File: src/rtl/sb_xbee_pkg.sv
// rtl/sb_xbee_pkg.sv - shared constants, state encoding and helpers for the Xbee message scheduler
//
// Purpose: ASCII constants, message type codes, FSM state encoding, message
//          lengths and the request-validity check shared by the scheduler and
//          the message builder.
// Ports:   none (package).
// Config:  SB_XBEE_CHECKSUM_EN adds one XOR checksum byte before '\n',
//          lengthening both message types by one byte.
package sb_xbee_pkg;

  localparam logic [7:0] CHAR_G    = 8'h47;
  localparam logic [7:0] CHAR_B    = 8'h42;
  localparam logic [7:0] CHAR_I    = 8'h49;
  localparam logic [7:0] CHAR_E    = 8'h45;
  localparam logic [7:0] CHAR_N    = 8'h4E;
  localparam logic [7:0] CHAR_D    = 8'h44;
  localparam logic [7:0] CHAR_M    = 8'h4D;
  localparam logic [7:0] CHAR_W    = 8'h57;
  localparam logic [7:0] CHAR_DASH = 8'h2D;
  localparam logic [7:0] CHAR_HASH = 8'h23;
  localparam logic [7:0] CHAR_NL   = 8'h0A;
  localparam logic [7:0] CHAR_0    = 8'h30;

  localparam logic [1:0] MSG_GBI = 2'd1;
  localparam logic [1:0] MSG_END = 2'd2;

  typedef enum logic [1:0] {
    ST_IDLE = 2'd0,
    ST_LOAD = 2'd1,
    ST_SEND = 2'd2,
    ST_GAP  = 2'd3
  } state_t;

`ifdef SB_XBEE_CHECKSUM_EN
  localparam logic [3:0] LEN_GBI = 4'd10;
  localparam logic [3:0] LEN_END = 4'd7;
`else
  localparam logic [3:0] LEN_GBI = 4'd9;
  localparam logic [3:0] LEN_END = 4'd6;
`endif

  // END carries no colour or bin, so only GBI checks those fields.
  function automatic logic msg_valid(input logic [1:0] msg_type,
                                     input logic [1:0] colour,
                                     input logic [3:0] bin);
    return ((msg_type == MSG_GBI) && (colour != 2'd3) && (bin <= 4'd8)) ||
           (msg_type == MSG_END);
  endfunction

endpackage

File: src/rtl/sb_xbee_msg_builder.sv
// rtl/sb_xbee_msg_builder.sv - combinational message byte lookup
//
// Purpose: maps (type, colour, bin, index) of a validated request to the
//          ASCII byte at that index and flags the final byte.
// Ports:   msg_type, colour, bin - latched request fields
//          idx                   - byte index within the message
//          data                  - ASCII byte at idx
//          last                  - idx is the final ('\n') byte
//          is_csum               - idx is the checksum slot (SB_XBEE_CHECKSUM_EN only)
// Config:  SB_XBEE_CHECKSUM_EN reserves the slot before '\n' for the checksum,
//          whose value is supplied by the scheduler.
module sb_xbee_msg_builder
  import sb_xbee_pkg::*;
(
  input  logic [1:0] msg_type,
  input  logic [1:0] colour,
  input  logic [3:0] bin,
  input  logic [3:0] idx,
  output logic [7:0] data,
  output logic       last
`ifdef SB_XBEE_CHECKSUM_EN
  ,
  output logic       is_csum
`endif
);

  logic [3:0] len;
  logic [7:0] digit;
  logic [7:0] waste;

  always_comb begin
    len   = (msg_type == MSG_END) ? LEN_END : LEN_GBI;
    // Bin 0 is reported as '9'; 1..8 map straight onto their digit.
    digit = (bin == 4'd0) ? 8'h39 : (CHAR_0 + {4'd0, bin});
    case (colour)
      2'd0:    waste = CHAR_M;
      2'd1:    waste = CHAR_D;
      2'd2:    waste = CHAR_W;
      default: waste = 8'h00;
    endcase
  end

  always_comb begin
    data = 8'h00;
    last = 1'b0;
`ifdef SB_XBEE_CHECKSUM_EN
    is_csum = 1'b0;
`endif
    if (idx == len - 4'd1) begin
      data = CHAR_NL;
      last = 1'b1;
`ifdef SB_XBEE_CHECKSUM_EN
    end else if (idx == len - 4'd2) begin
      is_csum = 1'b1;
`endif
    end else if (msg_type == MSG_END) begin
      case (idx)
        4'd0:    data = CHAR_E;
        4'd1:    data = CHAR_N;
        4'd2:    data = CHAR_D;
        4'd3:    data = CHAR_DASH;
        4'd4:    data = CHAR_HASH;
        default: data = 8'h00;
      endcase
    end else begin
      case (idx)
        4'd0:    data = CHAR_G;
        4'd1:    data = CHAR_B;
        4'd2:    data = CHAR_I;
        4'd3:    data = digit;
        4'd4:    data = CHAR_DASH;
        4'd5:    data = waste;
        4'd6:    data = CHAR_DASH;
        4'd7:    data = CHAR_HASH;
        default: data = 8'h00;
      endcase
    end
  end

endmodule

File: src/rtl/sb_xbee_msg_scheduler.sv
// rtl/sb_xbee_msg_scheduler.sv - round-robin message scheduler for the Xbee UART link
//
// Purpose: arbitrates N_REQ message sources round-robin, latches the winner's
//          fields, streams its ASCII message to the UART byte transmitter over
//          valid/ready, acks the source, then idles GAP_CYCLES cycles.
// Ports:   clk_50M, rst (sync, active-high)
//          req/req_type/req_colour/req_bin - per-source request and fields
//          byte_data/byte_valid/byte_ready - byte stream to the UART transmitter
//          ack/ack_err                     - completion pulse and invalid qualifier
//          busy, grant_id                  - status
// Config:  SB_XBEE_CHECKSUM_EN inserts an XOR checksum byte before '\n'.
module sb_xbee_msg_scheduler
  import sb_xbee_pkg::*;
#(
  parameter int N_REQ      = 3,
  parameter int GAP_CYCLES = 434
) (
  input  logic                 clk_50M,
  input  logic                 rst,
  input  logic [N_REQ-1:0]     req,
  input  logic [2*N_REQ-1:0]   req_type,
  input  logic [2*N_REQ-1:0]   req_colour,
  input  logic [4*N_REQ-1:0]   req_bin,
  output logic [7:0]           byte_data,
  output logic                 byte_valid,
  input  logic                 byte_ready,
  output logic [N_REQ-1:0]     ack,
  output logic                 ack_err,
  output logic                 busy,
  output logic [1:0]           grant_id
);

  state_t      state, state_nxt;
  logic [1:0]  rr_ptr;
  logic [1:0]  win_id;
  logic        win_found;
  logic [1:0]  cand;
  logic [1:0]  sel_type, sel_colour;
  logic [3:0]  sel_bin;
  logic        sel_valid;
  logic [1:0]  lat_type, lat_colour;
  logic [3:0]  lat_bin;
  logic [3:0]  idx;
  logic [15:0] gap_cnt;
  logic [7:0]  bld_data;
  logic        bld_last;
  logic        xfer;

`ifdef SB_XBEE_CHECKSUM_EN
  logic [7:0]  csum;
  logic        bld_csum;
`endif

  sb_xbee_msg_builder u_builder (
    .msg_type (lat_type),
    .colour   (lat_colour),
    .bin      (lat_bin),
    .idx      (idx),
    .data     (bld_data),
    .last     (bld_last)
`ifdef SB_XBEE_CHECKSUM_EN
    ,
    .is_csum  (bld_csum)
`endif
  );

  // Scan from rr_ptr+N down to rr_ptr+1 so the closest set bit after the
  // pointer is the last one written and therefore wins.
  always_comb begin
    win_found = 1'b0;
    win_id    = rr_ptr;
    cand      = 2'd0;
    for (int k = N_REQ; k >= 1; k--) begin
      cand = 2'((int'(rr_ptr) + k) % N_REQ);
      if (req[cand]) begin
        win_found = 1'b1;
        win_id    = cand;
      end
    end
  end

  // Live fields of the granted source, sampled and validated during LOAD.
  always_comb begin
    sel_type   = req_type[2*int'(grant_id) +: 2];
    sel_colour = req_colour[2*int'(grant_id) +: 2];
    sel_bin    = req_bin[4*int'(grant_id) +: 4];
    sel_valid  = msg_valid(sel_type, sel_colour, sel_bin);
  end

  assign byte_valid = (state == ST_SEND);
  assign busy       = (state != ST_IDLE);
  assign xfer       = byte_valid && byte_ready;

`ifdef SB_XBEE_CHECKSUM_EN
  assign byte_data = bld_csum ? csum : bld_data;
`else
  assign byte_data = bld_data;
`endif

  always_comb begin
    state_nxt = state;
    case (state)
      ST_IDLE: if (win_found) state_nxt = ST_LOAD;
      ST_LOAD: state_nxt = sel_valid ? ST_SEND : ST_GAP;
      ST_SEND: if (xfer && bld_last) state_nxt = ST_GAP;
      ST_GAP:  if (gap_cnt == 16'(GAP_CYCLES - 1)) state_nxt = ST_IDLE;
      default: state_nxt = ST_IDLE;
    endcase
  end

  always_ff @(posedge clk_50M) begin
    if (rst) begin
      state      <= ST_IDLE;
      rr_ptr     <= 2'd0;
      grant_id   <= 2'd0;
      idx        <= 4'd0;
      gap_cnt    <= 16'd0;
      ack        <= '0;
      ack_err    <= 1'b0;
      lat_type   <= 2'd0;
      lat_colour <= 2'd0;
      lat_bin    <= 4'd0;
`ifdef SB_XBEE_CHECKSUM_EN
      csum       <= 8'h00;
`endif
    end else begin
      state   <= state_nxt;
      ack     <= '0;
      ack_err <= 1'b0;
      case (state)
        ST_IDLE: begin
          if (win_found) begin
            grant_id <= win_id;
            rr_ptr   <= win_id;
          end
        end
        ST_LOAD: begin
          lat_type   <= sel_type;
          lat_colour <= sel_colour;
          lat_bin    <= sel_bin;
          idx        <= 4'd0;
          gap_cnt    <= 16'd0;
`ifdef SB_XBEE_CHECKSUM_EN
          csum       <= 8'h00;
`endif
          if (!sel_valid) begin
            ack[grant_id] <= 1'b1;
            ack_err       <= 1'b1;
          end
        end
        ST_SEND: begin
          if (xfer) begin
            idx <= idx + 4'd1;
`ifdef SB_XBEE_CHECKSUM_EN
            csum <= csum ^ byte_data;
`endif
            if (bld_last) begin
              ack[grant_id] <= 1'b1;
              gap_cnt       <= 16'd0;
            end
          end
        end
        ST_GAP: gap_cnt <= gap_cnt + 16'd1;
        default: ;
      endcase
    end
  end

endmodule

File: config.mk
export PLATFORM = sky130hd
export DESIGN_NAME = sb_xbee_msg_scheduler
export DESIGN_NICKNAME = d
export VERILOG_FILES = /design/src/rtl/sb_xbee_pkg.sv /design/src/rtl/sb_xbee_msg_builder.sv /design/src/rtl/sb_xbee_msg_scheduler.sv
export SDC_FILE = /design/constraint.sdc
export NUM_CORES = 1
export LEC_CHECK = 0
export ABC_AREA = 1
export CAP_MARGIN = 10
export CELL_PAD_IN_SITES_DETAIL_PLACEMENT = 0
export CELL_PAD_IN_SITES_GLOBAL_PLACEMENT = 1
export CORE_ASPECT_RATIO = 1.4
export CORE_MARGIN = 2
export CORE_UTILIZATION = 33
export DETAILED_ROUTE_END_ITERATION = 8
export GPL_TIMING_DRIVEN = 0
export MAX_ROUTING_LAYER = met4
export PLACE_DENSITY = 0.86
export SYNTH_ARGS = -nofsm -noshare
export SYNTH_HDL_FRONTEND = slang
export SYNTH_HIERARCHICAL = 1
export SYNTH_SLANG_ARGS = --single-unit
File: constraint.sdc
create_clock -name clk_50M -period 1.95 [get_ports clk_50M]
set_input_delay 0.39 -clock clk_50M [delete_from_list [all_inputs] [get_ports clk_50M]]
set_output_delay 0.39 -clock clk_50M [all_outputs]
set_load 0.005 [all_outputs]
Word-level counts from Yosys, hierarchy flattened. Index checks and enable logic that the tools add are counted.

Flip-flop bits (word level): 36. Output and inout bits: 16. Word-level logic and storage cells: 109.

Add/sub/neg operators: 7. Div/mod/pow operators: 3. Magnitude comparators: 6. Eq/ne operators: 23. Shift-type cells: 3. Multiplexer cells: 37. Bitwise logic cells: 1. Reductions and logical operators: 20.

Operators with widths (number): 32-bit by 3-bit remainder unit with 32-bit output, second input constant (3); 8-bit one-hot mux with 7 select lines (1); 16-bit one-hot mux with 3 select lines (1); 7-bit one-hot mux with 5 select lines (1); 16-bit 2-to-1 mux (2); 8-bit 2-to-1 mux (3); 7-bit one-hot mux with 3 select lines (1); 16-bit by 1-bit adder with 16-bit output, second input constant (1); 16-bit by 9-bit equality test with 1-bit output, second input constant (1); 4-bit by 3-bit equality test with 1-bit output, second input constant (4); 2-bit by 3-bit < comparator with 1-bit output, second input constant (4); 2-bit 2-to-1 mux (6); 12-bit by 5-bit variable part select with 4-bit output (1); 6-bit by 4-bit variable part select with 2-bit output (2); 2-bit equality test, second input constant (5); 1-bit 2-to-1 mux (10); 3-bit 2-to-1 mux (3); 3-bit AND reduction (3); 4-bit by 2-bit equality test with 1-bit output, second input constant (2); 4-bit zero test (2); 4-bit 2-to-1 mux (2); 2-bit one-hot mux with 4 select lines (1); 4-bit one-hot mux with 2 select lines (1); 6-bit by 4-bit adder with 7-bit output, first input constant (1); 22 further kinds (39).

Depth between registers and ports, before layout. Gate-level depths: netlist of the first run.

Depth after elaboration: 9. Mapped depth: 15. Gate-level depth less buffers: 15.

Hierarchy. The synthesis of the first run kept the hierarchy.

Modules (own cells, without submodules): sb_xbee_msg_scheduler (instances 1, cells an instance 338, area an instance 2263.4 um^2, sequential area each 720.7 um^2); sb_xbee_msg_builder (instances 1, cells an instance 80, area an instance 379.1 um^2, sequential area each 0.0 um^2).

Least setup slack after synthesis of the first run. OpenSTA, ideal clock, no wires.

Path kind: register to register. From: register rr_ptr[0]. To: register rr_ptr[1]. Setup time: 0.070 ns. Arrival time: 1.821 ns. Path slack: 0.059 ns. Cell stages (with the launch flop): 12. Clock period less this slack: 1.891 ns. Cells stage by stage: dfxtp_1 -> buf_6 -> inv_4 -> buf_6 -> ha_1 -> inv_1 -> a21oi_1 -> nand2_1 -> nand3_1 -> o21ai_0 -> o21ai_0 -> a21oi_1.

Cells in the longest elaborated chain, start to end: 8. Elaborated cells on any way between the ends: 20.

Ends and longest elaborated chain: from (decl) (RTL line sb_xbee_msg_scheduler.sv:34) `logic [1:0] rr_ptr;`; from (signal assigned) (RTL line sb_xbee_msg_scheduler.sv:134) `rr_ptr <= win_id;`; 2-bit by 2-bit adder with 3-bit output (RTL line sb_xbee_msg_scheduler.sv:74) `cand = 2'((int'(rr_ptr) + k) % N_REQ);`; 32-bit by 3-bit remainder unit with 32-bit output (RTL line sb_xbee_msg_scheduler.sv:74); 1-bit binary-select mux with 2-bit select (RTL line sb_xbee_msg_scheduler.sv:75) `if (req[cand]) begin`; 1-bit 2-to-1 mux (implied by the code) (RTL line sb_xbee_msg_scheduler.sv:75); 1-bit 2-to-1 mux (3 in a row) (RTL line sb_xbee_msg_scheduler.sv:75); 3-bit AND reduction (no source line).

Several ways; a longest one is shown, not always the timed one. The select of a mux whose other input is x is not followed. A chain may end at the register's enable or synchronous reset.

Final worst setup path of the first run.
From: register lat_type[0]. To: register gap_cnt[11].

Cells in the longest elaborated chain, start to end: 7.

Ends and longest elaborated chain: from (decl) (RTL line sb_xbee_msg_scheduler.sv:41) `logic [1:0] lat_type, lat_colour;`; from (signal assigned) (RTL line sb_xbee_msg_scheduler.sv:138) `lat_type <= sel_type;`; 2-bit equality test (RTL line sb_xbee_msg_builder.sv:32) `len = (msg_type == MSG_END) ? LEN_END : LEN_GBI;`; 4-bit 2-to-1 mux (RTL line sb_xbee_msg_builder.sv:32); 4-bit by 1-bit subtractor with 4-bit output (RTL line sb_xbee_msg_builder.sv:49) `if (idx == len - 4'd1) begin`; 4-bit equality test (RTL line sb_xbee_msg_builder.sv:49); 1-bit 2-to-1 mux (RTL line sb_xbee_msg_builder.sv:49); via bld_last (RTL line sb_xbee_msg_scheduler.sv:46) `logic bld_last;`; 2-bit by 1-bit inequality test with 1-bit output (no source line); 3-bit AND reduction (no source line); to (signal assigned) (RTL line sb_xbee_msg_scheduler.sv:163) `ST_GAP: gap_cnt <= gap_cnt + 16'd1;`; to (decl) (RTL line sb_xbee_msg_scheduler.sv:44) `logic [15:0] gap_cnt;`.

The timed path passes the listed nets, and every way through them passes these cells.

==> results of run 1 <==
[layer usage]
layer	vias up	share of wire [%]
met3	16	3.2
met2	74	51
met5	-	0
met1	1277	43
li1	1489	-
met4	0	2.9
[synth_stat cells, types with 2 or more instances]
cell	instances	area share, %
buf_6	2	0.85
nor2_2	3	0.71
inv_1	61	8.7
nand3_1	26	4.9
nand4_1	8	1.9
nand2_1	97	14
dfxtp_1	36	27
ha_1	11	5.2
nand2_2	8	1.9
nor2_4	7	3.0
a21oi_1	27	5.1
nand3b_1	2	0.57
o21ai_0	23	4.4
inv_2	11	1.6
nor3_1	5	0.95
clkbuf_1	2	0.28
nand3_2	3	1.1
o211ai_1	5	1.4
a21boi_0	2	0.57
xor2_1	4	1.3
a21oi_2	3	0.99
nor3_2	2	0.76
nor2_1	53	7.5
[power by group through the flow]
stage | combinational [W] | sequential [W] | clock (W)
global placement | 0.00159 | 0.00100 | 0
CTS | 0.00188 | 0.000998 | 0.000688
finish | 0.00203 | 0.000998 | 0.000675
floorplan | 0.00118 | 0.000978 | 0
detailed placement | 0.00161 | 0.00101 | 0
global route | 0.00230 | 0.00102 | 0.000719
[state kept, by name, summed over array words and instances, names as in the netlist]
signal      flops
ack             3
gap_cnt        16
ack_err         1
state           2
lat_type        2
lat_colour      2
lat_bin         4
idx             4
rr_ptr          2
[worst max path at each step]
stage	slack [ps]	end	start
floorplan	60	rr_ptr[1]	rr_ptr[0]
global placement	-350	gap_cnt[3]	idx[2]
detailed placement	-360	gap_cnt[10]	lat_type[1]
CTS	-200	byte_data[3]	idx[3]
global route	-150	gap_cnt[11]	lat_type[0]
finish	2	gap_cnt[11]	lat_type[0]
[area by class of cell]
class	instances	area [µm²]	area share [%]
clock buffer	5	68.8	1.83
tap	100	125	3.33
sequential	36	749	20.0
multi-input combinational	303	1750	46.6
buffer	5	37.5	1.00
timing repair buffer	76	692	18.4
inverter	74	290	7.73
clock inverter	3	42.5	1.13
[worst max-delay path, cell delays in order, from the launching register on]
cell and delay (ps):
dfxtp_4 380, inv_2 40, nand2_4 70, nand2_2 50, a21oi_2 170, nand2_2 90, inv_2 80, a21oi_4 60
nor2_4 180, nand2_2 100, nor2_4 120, nand2_2 90, nor3_4 180, nand2_1 70, o21ai_1 120, nor2_1 50
[timing repair]
action,4_1_cts,5_1_grt
pin swaps,11,14
cloned,0,0
setup buffers,20,13
setup endpoints to repair,24,19
gates resized for setup,52,32
[logic make-up (layout without fill, tap and decap cells)]
logic type      count (synthesis)  after routing  synth area share (%)
simple gates                  220            220                  39.3
buf+inv                        79            163                  12.0
compound gates                 66             66                  14.4
flops                          36             36                  27.3
fa+ha+maj                      11             11                  5.21
xor+xnor                        5              5                  1.66
other cells                     1              1                 0.142
[layout by cell type, fill, tap and decap left out, drive strengths merged, types with 2 or more instances in the layout]
cell type      Yosys  layout
xor2               4       4
clkdlybuf4s50      0      36
a21boi             2       2
o21ai             26      26
o211ai             5       5
inv               73      73
clkbuf             2       9
nand2            106     106
dlymetal6s2s       0       2
buf                3      37
nand3             29      29
a21oi             30      30
nor3               8       8
clkinv             1       2
nor2              63      63
ha                11      11
nand4              8       8
nand3b             2       2
dfxtp             36      36
[stage by stage]
stage,hold slack [ps],setup TNS [ps]
finish,509,0
global route,533,-359
CTS,511,-257
detailed placement,497,-3550
global placement,489,-3380
floorplan,467,0
==> metrics.txt, run 1 <==
status finished, final reports clean; RD Place Congestion ~0.89; Area after DPL around 0.0032 mm²; minimum clock period just under 2000 ps; ANT cells 0; LEAKAGE 1.71 nW; CP max FO 4; clock share of power 18.2%; Final period util between 90 and 100%; H-tree depth 2; largest net degree at the start of global routing 13; IO Pins between 40 and 50; Die H approximately 110 µm; reg2reg start lat_type[0]; worst vdd ir 0.548 mV; Sequential Power Share between 20% and 30%; WS Path Type reg -> reg; R2R depth 15; total CTS buffers 5; Post-Layout Cell Count approximately 600; CP Data Required Time about 2200 ps; critical path capture point type flop; final hold vios 0; Synth Warn # 6; Avg WL per Cell 11.7 µm; clock latency on the worst-skew pair roughly 300 ps; DRC viols 0; # setup viols final 0; routing usage on met3 under 10%; arrival time at the worst endpoint approximately 2200 ps; CTS tree built; Synth Area per Inst between 6 and 7 µm²; Routed WL 7020 µm; Nets between 500 and 600; CTS sink cnt 36; area grow syn2layout 42.0%; Internal Power 0.00215 W; Synth Instances between 400 and 500; grt met1 use between 10% and 20%; Initial Utilization about a third; Starting DRT DRC Count between 100 and 150; sw frac 41.9%; total power ~0.0037 W; Layout Skew approximately 9 ps; Hold Path Origin gap_cnt[15]; share of cells above drive strength 1 between 20% and 30%; finished layout cell area between 0.003 and 0.004 mm²; Final Max Tran Viols 0; GRT Util Overall 17.4%; Hold WC Path Type reg -> reg; Final WS setup 1.84 ps; Pwr per Cell Area 987 mW/mm²; clock buffer depth 2; met2 Resource Use GR 30.7%; first-pass iteration count of the detailed router 6; WHS Path Cells 2; initial antenna violation count 0; Main synth FF type dfxtp_1; fraction of registers with async set/reset 0%; # fillers 786; share of the yosys chip area belonging to registers 27.3%; worst-margin pin slew about 520 ps; highest clock rate 0.513 GHz; input/output buffers 44; via count 2856; number of global-route vias before repair between 2000 and 3000; core area 0.00775 mm²; reg2reg end gap_cnt[11]; CP Launch Type flop; synthesized area 0.00264 mm²; site row count 38; grt peak-use layer met2; net switching power about 0.0016 W; worst reg-to-reg setup slack between 1.5 and 2 ps; GRT overflow 0; Netlist cell types 40; drt via density 4.74; number of synthesized flops with an enable pin 0; Hold EP gap_cnt[15]; fin util between 40% and 50%; dpl hpwl 5050 µm; first-pass GRT wire length around 12000 µm; total die area approximately 0.0087 mm²; slew margin rel. between 60% and 70%; Place WS -359 ps; Logic pwr share 54.8%; # placed instances ~560; Die W between 70 and 80 µm; synthesized net count 459; clk slew on worst S/H paths 80 ps; number of nets with antenna violations after routing 0; max-cap viol count 0; cts hold-fix bufs 0; clk root buf clkbuf_8; Seq cells post-synth 36; RSZ-0062 raised after global routing true
(Power assumes the default switching activity.)
==> inputs of run 2 (changes only) <==
CTS_CLUSTER_DIAMETER = 60   (was default)
==> results of run 2 <==
Final layout, timing and power as in run 1 (identical DEF).
==> inputs of run 3 (changes only) <==
CELL_PAD_IN_SITES_DETAIL_PLACEMENT = default   (was 0)
CELL_PAD_IN_SITES_GLOBAL_PLACEMENT = default   (was 1)
CORE_UTILIZATION = 40   (was 33)
GPL_TIMING_DRIVEN = default   (was 0)
PLACE_DENSITY = 0.76   (was 0.86)
==> run 3 against run 2 <==
- via count down 0.95%
- highest routed layer unchanged
- largest cell class unchanged
- register-to-register slack gained 70 ps
- critical endpoint is now busy
- largest power group unchanged
- final cell count decreased by 6.3%
==> metrics.txt, run 3 (synthesis gave the netlist of run 1 again) <==
total power around 0.0035 W; max-cap viol count 0; clock latency on the worst-skew pair slightly below 300 ps; Final Max Tran Viols 0; CP startpoint state[0]; clock buffer depth 2; GRT Util Overall 19.1%; RD Place Congestion around 0.95; Final period util 97.6%; Avg WL per Cell about 12 µm; site row count 35; total die area around 0.0073 mm²; Largest regs gap_cnt (16), idx (4), lat_bin (4); H-tree depth 2; initial antenna violation count 0; WS Path Type reg -> out; core area 0.00648 mm²; Hold Path Origin gap_cnt[15]; Cell Chain, Critical Path inv_1, ha_4, inv_1, clkdlybuf4s50_1; Nets 530; share of cells above drive strength 1 between 20% and 30%; final hold vios 0; Starting DRT DRC Count roughly 170; input/output buffers between 40 and 50; minimum clock period approximately 1900 ps; number of nets with antenna violations after routing 0; Die H 100 µm; critical path capture point type primary output; Die W 72.7 µm; CTS tree built; CTS sink cnt 36; commonest cells after routing, fill and taps aside 92 x nand2_1, 56 x inv_1, 51 x nor2_1, 37 x clkdlybuf4s50_1, 28 x dfxtp_1; drt via density approximately 5.0; arrival time at the worst endpoint between 1500 and 2000 ps; IO Pins 46; worst reg-to-reg setup slack 70 ps; fin util between 50 and 60%; DRC viols 0; highest clock rate about 0.53 GHz; ANT cells 0; Routed WL roughly 6800 µm; Pwr per Cell Area a little under 1000 mW/mm²; largest net degree at the start of global routing 15; most common cell after layout, fill and taps aside nand2_1; CP Data Required Time 1560 ps; CP most frequent cell inv_1; first-pass iteration count of the detailed router 4; total CTS buffers 5; Initial Utilization ~41%; reg2reg start idx[0]; Critical-path top delay cell clkdlybuf4s50_1; status finished, final reports clean; dpl hpwl approximately 5000 µm; clk root buf clkbuf_8; CP max FO 5; RSZ-0062 raised after global routing true; max reg flops 16; Crit path largest cell delay 510 ps; clk slew on worst S/H paths about 70 ps; CP Launch Type flop; cts hold-fix bufs 0; first-pass GRT wire length approximately 11000 µm; number of global-route vias before repair 2611; area grow syn2layout 36.3%; worst vdd ir about 0.56 mV; Hold WC Path Type reg -> reg; largest reg by FF count gap_cnt; LEAKAGE 1.65 nW; # setup viols final 0; GRT overflow 0; Layout Skew ~11 ps; via count 2829
-- run 3: cell count changes in the layout (fill, tap and decap cells not counted), moves of 3 or more --
cell,delta
dlygate4sd2_1,+3
nand2_2,-3
buf_6,-3
buf_4,-6
-- run 3: timing repair --
action	4_1_cts	5_1_grt
buffers inserted	3	5
gates resized for setup	30	36
pin swaps	3	16
setup endpoints to repair	9	12
-- run 3: stage by stage --
step / area [µm²] / cells / setup WS (ps) / setup TNS (ps) / hold WS (ps)
floorplan: 2640 / 418 / 58.8 / 0 / 467
CTS: 3460 / 559 / 13.2 / 0 / 501
global route: 3600 / 564 / -103 / -235 / 510
global placement: 3270 / 548 / 59.2 / 0 / 486
finish: 3600 / 564 / 47.3 / 0 / 500
detailed placement: 3270 / 548 / -4.59 / -4.59 / 494
-- run 3: critical path, delay by kind of cell, from the launching register on --
kind,cells,cell delay (ps)
flops,1,370
fa+ha+maj,1,190
buf+inv,3,670
-- run 3: final cells by class --
class,count,area (µm²)
clock buffer,7,96.3
clock inverter,1,30.0
fill,593,2880
inverter,74,290
multi-input combinational,303,1720
sequential,36,746
tap,74,92.6
timing repair buffer,69,624
-- run 3: power breakdown --
group | internal, W | switching, W | total, W
combinational | 0.000770 | 0.00105 | 0.00182
clock | 0.000451 | 0.000274 | 0.000725
sequential | 0.000870 | 0.000137 | 0.00101
-- run 3: layer usage --
metal | vias to the layer above | share of wire (%) | global-route usage [%]
li1 | 1461 | - | -
met1 | 1262 | 41 | 22.2
met2 | 88 | 52 | 32.2
met3 | 18 | 4.4 | 2.91
met4 | 0 | 2.4 | 8.40
met5 | - | 0 | -
-- run 3: final timing paths --
kind,endpoint,cells after the start
hold reg to reg,gap_cnt[15],2
setup reg to reg,gap_cnt[10],12
setup / recovery,busy,4
hold / removal,gap_cnt[15],2
